<file path="src/rtl/karatsuba_seq_ctrl.sv">
// ---------------------------------------------------------------------------
// karatsuba_seq_ctrl
//
// Sequential N x N unsigned multiplier controller using one Karatsuba level.
// A single external combinational sub-multiplier of width H = N/2+1 is
// time-shared over three passes (z0 = lo*lo, z2 = hi*hi, z1 = sum*sum), and
// the product is recombined on the last pass.
//
// Ports
//   clk        in   clock, rising edge
//   rst        in   synchronous active-high reset
//   in_valid   in   operand pair valid
//   in_ready   out  controller idle and able to accept operands
//   a, b       in   N-bit unsigned operands
//   out_valid  out  result valid (held until out_ready)
//   out_ready  in   consumer accepts result
//   r          out  2N-bit product, changes only on Z1->DONE and on reset
//   busy       out  high in any state other than IDLE
//   mul_u/v    out  H-bit sub-multiplier operands (0 in IDLE and DONE)
//   mul_r      in   2H-bit sub-multiplier product, same-cycle combinational
//   chk_err    out  (KARATSUBA_SEQ_SELFCHECK_EN only) sticky mismatch flag
//
// Optional feature macro: KARATSUBA_SEQ_SELFCHECK_EN
//   Adds chk_err, which compares each recombined product against a
//   behavioral a*b. Meant for simulation and bring-up only.
//
// N must be even and >= 4.
// ---------------------------------------------------------------------------
module karatsuba_seq_ctrl #(
  parameter int N = 16
) (
  input  logic              clk,
  input  logic              rst,
  input  logic              in_valid,
  output logic              in_ready,
  input  logic [N-1:0]      a,
  input  logic [N-1:0]      b,
  output logic              out_valid,
  input  logic              out_ready,
  output logic [2*N-1:0]    r,
  output logic              busy,
  output logic [N/2:0]      mul_u,
  output logic [N/2:0]      mul_v,
  input  logic [N+1:0]      mul_r
`ifdef KARATSUBA_SEQ_SELFCHECK_EN
  ,
  output logic              chk_err
`endif
);

  localparam int M = N / 2;   // half width
  localparam int H = M + 1;   // sub-multiplier operand width
  localparam int P = 2 * H;   // sub-multiplier product width
  localparam int W = 2 * N;   // result width

  typedef enum logic [2:0] {
    S_IDLE,
    S_Z0,
    S_Z2,
    S_Z1,
    S_DONE
  } state_e;

  state_e         state_q, state_d;
  logic [N-1:0]   a_q, b_q;
  logic [P-1:0]   z0_q, z2_q;
  logic [W-1:0]   r_q;

  logic           accept;
  logic [M-1:0]   a_lo, a_hi, b_lo, b_hi;
  logic [P-1:0]   mid;
  logic [W-1:0]   prod;

  assign a_lo = a_q[M-1:0];
  assign a_hi = a_q[N-1:M];
  assign b_lo = b_q[M-1:0];
  assign b_hi = b_q[N-1:M];

  // in_ready drops combinationally while rst is high so nothing is taken
  // in the reset cycle.
  assign in_ready  = (state_q == S_IDLE) && !rst;
  assign accept    = in_valid && in_ready;
  assign out_valid = (state_q == S_DONE);
  assign busy      = (state_q != S_IDLE);
  assign r         = r_q;

  // Middle term: (a_lo+a_hi)(b_lo+b_hi) - z2 - z0 = a_lo*b_hi + a_hi*b_lo,
  // which is non-negative and fits in P bits. Only valid during Z1, when
  // mul_r carries the sum product.
  assign mid  = mul_r - z2_q - z0_q;
  assign prod = (W'(z2_q) << N) + (W'(mid) << M) + W'(z0_q);

  // Next state and sub-multiplier operand selection
  always_comb begin
    state_d = state_q;
    mul_u   = '0;
    mul_v   = '0;
    unique case (state_q)
      S_IDLE: begin
        if (accept) state_d = S_Z0;
      end
      S_Z0: begin
        mul_u   = {1'b0, a_lo};
        mul_v   = {1'b0, b_lo};
        state_d = S_Z2;
      end
      S_Z2: begin
        mul_u   = {1'b0, a_hi};
        mul_v   = {1'b0, b_hi};
        state_d = S_Z1;
      end
      S_Z1: begin
        // Keep the carry: with all-ones halves the sum needs M+1 bits.
        mul_u   = H'(a_lo) + H'(a_hi);
        mul_v   = H'(b_lo) + H'(b_hi);
        state_d = S_DONE;
      end
      S_DONE: begin
        if (out_ready) state_d = S_IDLE;
      end
      default: state_d = S_IDLE;
    endcase
  end

  always_ff @(posedge clk) begin
    if (rst) begin
      state_q <= S_IDLE;
      a_q     <= '0;
      b_q     <= '0;
      z0_q    <= '0;
      z2_q    <= '0;
      r_q     <= '0;
    end else begin
      state_q <= state_d;
      if (accept) begin
        a_q <= a;
        b_q <= b;
      end
      if (state_q == S_Z0) z0_q <= mul_r;
      if (state_q == S_Z2) z2_q <= mul_r;
      if (state_q == S_Z1) r_q  <= prod;
    end
  end

`ifdef KARATSUBA_SEQ_SELFCHECK_EN
  logic [W-1:0] ref_prod;
  logic         chk_err_q;

  assign ref_prod = W'(a_q) * W'(b_q);
  assign chk_err  = chk_err_q;

  always_ff @(posedge clk) begin
    if (rst) begin
      chk_err_q <= 1'b0;
    end else if ((state_q == S_Z1) && (prod != ref_prod)) begin
      chk_err_q <= 1'b1;
    end
  end
`endif

endmodule

</file>
<file path="config.mk">
export PLATFORM = sky130hd
export DESIGN_NAME = karatsuba_seq_ctrl
export DESIGN_NICKNAME = d
export VERILOG_FILES = /design/src/rtl/karatsuba_seq_ctrl.sv
export SDC_FILE = /design/constraint.sdc
export NUM_CORES = 1
export LEC_CHECK = 0
export ABC_CLOCK_PERIOD_IN_PS = 6900
export BUFFER_PORTS_ARGS = -buffer_cell sky130_fd_sc_hd__buf_2
export CAP_MARGIN = 40
export CORE_ASPECT_RATIO = 1.5
export CORE_MARGIN = 5
export CORE_UTILIZATION = 29
export DETAILED_ROUTE_END_ITERATION = 8
export GPL_TIMING_DRIVEN = 0
export SLEW_MARGIN = 20
export SYNTH_ARGS = -nofsm -noshare
export SYNTH_HDL_FRONTEND = slang
export SYNTH_SLANG_ARGS = --single-unit
</file>
<file path="constraint.sdc">
create_clock -name clk -period 6.9 [get_ports clk]
set_input_delay 1.035 -clock clk [delete_from_list [all_inputs] [get_ports clk]]
set_output_delay 1.035 -clock clk [all_outputs]
set_load 0.05 [all_outputs]
</file>
==> impl_metrics.toml <==
[critical_path]
slowest_stage = "fa_1"
critPathCaptureType = "register"
arrival_ns = 5.62
required_ns = 7.17
critical_path.top_delay_family = "adder cells"
crit_buf_inv = 1
path_class = "input pin to register"
slowest_delay_ns = 0.49
path_max_fanout = 7
cp_cell_sequence = "buf_2, fa_1, ha_1, a21oi_1, nand2_1, a211oi_1, nor2_1, or3_1, a21oi_1, xnor2_1, ha_1, ha_1, nand2_2, nor4_4, o211ai_2, a32o_2, or3_1, a311oi_1"
cpMostUsedCell = "ha_1"
worst-r2r-setup-slack_ns = 1.89
critPathLaunchType = "input pin"

[sta]
slew_headroom = 0.523
min_period_over_period = 0.774
fmax_mhz = 187
drv_slew = 0
setup_viol = 0
setup_tns_ns = 0
rsz0062_at_grt = "false"
finalClockSkew_ns = 0.0115
hold_viol_final = 0
finalCriticalPeriod_ns = 5.34
tightest_slew_ns = 0.716

[finish]
most-common-layout-cells = "nand2_1, buf_2, dfxtp_1, a21oi_1, ha_1"
drive_gt1_frac = 0.141
syn_to_final_growth_pct = 17.8
fin_nets = 1145
final_common_cell = "nand2_1"

[synth]
async_flop_share = 0
ys.flop_type = "dfxtp_1"
synth_compound_area_frac = 0.183
synthCells = 882
seq_area_frac_synth = 0.293
syn_area_sq_um = 7050
ys_ff_latch = 103
yosys.area_share.simple = 0.224
synth.distinct_cells = 60
synth_xor_area_frac = 0.0522
avgSynthCellArea_sq_um = 7.99
synth_top_family_by_area = "simple AND/OR/NAND/NOR gates"
synth.area.mux_share = 0.00959
synth_edf_count = 0
yosysWarnings = 0
synth_nets = 1027
synthAdderAreaFrac = 0.185

[place]
gp_congestion = 0.907
dp_hpwl_microns = 18000
io_buffers = 106

[global_routing]
grt.overflow.total = 0
grt_pass1_vias = 6641
antenna_found_initial = 1
grt_max_degree = 17
grtUsageTotal = 0.164
grt_pass1_wl_microns = 35100

[cts]
clk_latency_ns = 0.36
cts_tree = "done"
numCtsBuffers = 9
root_buffer = "clkbuf_16"
cts.sinks = 103
clockBufferDepth = 2
cts_setup_buffers = 0
clkTransAtPathRegs_ns = 0.07
htree_levels = 3
holdBufCountCts = 0
post_cts_resized = 0

[power_and_ir_drop]
power_frac_clock = 0.282
p_total_w = 0.00198
vdd_drop_max_v = 0.000116
comb_power_share = 0.385
p_int_w = 0.00123
p_leak_nw = 3.55
power.share.sequential = 0.333
switchingPower_w = 0.000748
swShare = 0.377
p_per_area_nw_per_um2 = 239

[drt]
dr.pass1.iters = 4
drtAntennaViolNets = 0
drt_iter0_drc = 293
drc = 0
via_per_inst = 4.92
vias = 6539
wl_microns = 22200
post_drt_wl_per_cell_microns = 16.7

[min_path]
hold_class = "register to register"

[flow_run]
maxCapViolations = 0

[floorplanning]
die_area_sq_um = 27600
io_pins = 107
die_h_microns = 201
core-area_sq_um = 24200
initial_core_util = 0.291
rows = 70
die_w_microns = 137

[status]
status = "complete, no violations"
==> Yosys cell counts, drive strengths merged, types with 7 or more instances <==
cell      n  area [sq um]
a21o     18           135
inv      51           191
dfxtp   103          2060
nand2   201           759
a211oi   12          90.1
nor2     29           109
a22oi    13          97.6
clkbuf   39           148
nor3      7          35.0
nand3b   35           263
a21oi    95           475
o21ai    33           165
buf       8          35.0
nor2b     7          43.8
nand3     9          45.0
xor2     14           123
fa       22           440
xnor2    28           245
o211ai    7          57.6
ha       69           863
==> tightest hold or removal path, delay by kind of cell, from the launching register on <==
kind | cells | cell delay (ns)
compound gates | 1 | 0.05
flops | 1 | 0.31
simple gates | 1 | 0.05
==> metrics by stage <==
stage	instance area [sq um]	instances	utilization	setup WS, ns	hold WS [ns]
finish	8300	1329	0.343	1.56	0.449
global route	8300	1329	0.343	1.20	0.466
CTS	8300	1328	0.343	1.58	0.451
detailed placement	7990	1313	0.330	1.21	0.441
global placement	7980	1312	0.330	1.22	0.438
floorplan	7050	882	-	1.85	0.436
==> state kept, by name, indices dropped and copies added (netlist names) <==
name,flops
a_q,16
b_q,16
r,32
state_q,3
z0_q,18
z2_q,18
==> kinds of logic (layout without fill, tap and decap cells) <==
family | after synthesis | count (layout)
and+or+nand+nor | 331 | 331
DFF | 103 | 103
muxes | 6 | 6
xor gates and xnor gates | 42 | 42
other | 0 | 1
AOI/OAI and AO/OA | 211 | 211
buffers and inverters | 98 | 220
adders and majority gates | 91 | 91
==> final timing paths <==
kind / endpoint / from / cells past startpoint
setup / recovery: r[29] / mul_r[9] / 18
hold / removal: r[25] / r[25] / 2
setup reg to reg: r[29] / z0_q[9] / 18
hold reg to reg: r[25] / r[25] / 2
==> layer usage <==
layer | track usage | up-vias | share of wire
met5 | 0 | - | 0
met4 | 0.0909 | 0 | 0.049
met3 | 0.0306 | 47 | 0.044
met2 | 0.292 | 154 | 0.52
met1 | 0.179 | 3062 | 0.39
li1 | - | 3276 | -
==> final cells by class <==
class / count / area [sq um]
tap: 324 / 405
antenna: 1 / 2.50
clock buffer: 10 / 229
fill: 2647 / 15900
multi-input combinational: 681 / 4610
buffer: 47 / 183
timing repair buffer: 107 / 536
clock inverter: 5 / 82.6
inverter: 51 / 191
sequential: 103 / 2060
==> power by group through the flow <==
stage / Combinational, W / Sequential [W] / Clock, W
finish: 0.000764 / 0.000659 / 0.000559
global route: 0.000852 / 0.000663 / 0.000596
CTS: 0.000766 / 0.000659 / 0.000571
detailed placement: 0.000762 / 0.000673 / 0
global placement: 0.000755 / 0.000672 / 0
floorplan: 0.000553 / 0.000679 / 0
No activity file was read; power rests on OpenSTA's default activity.
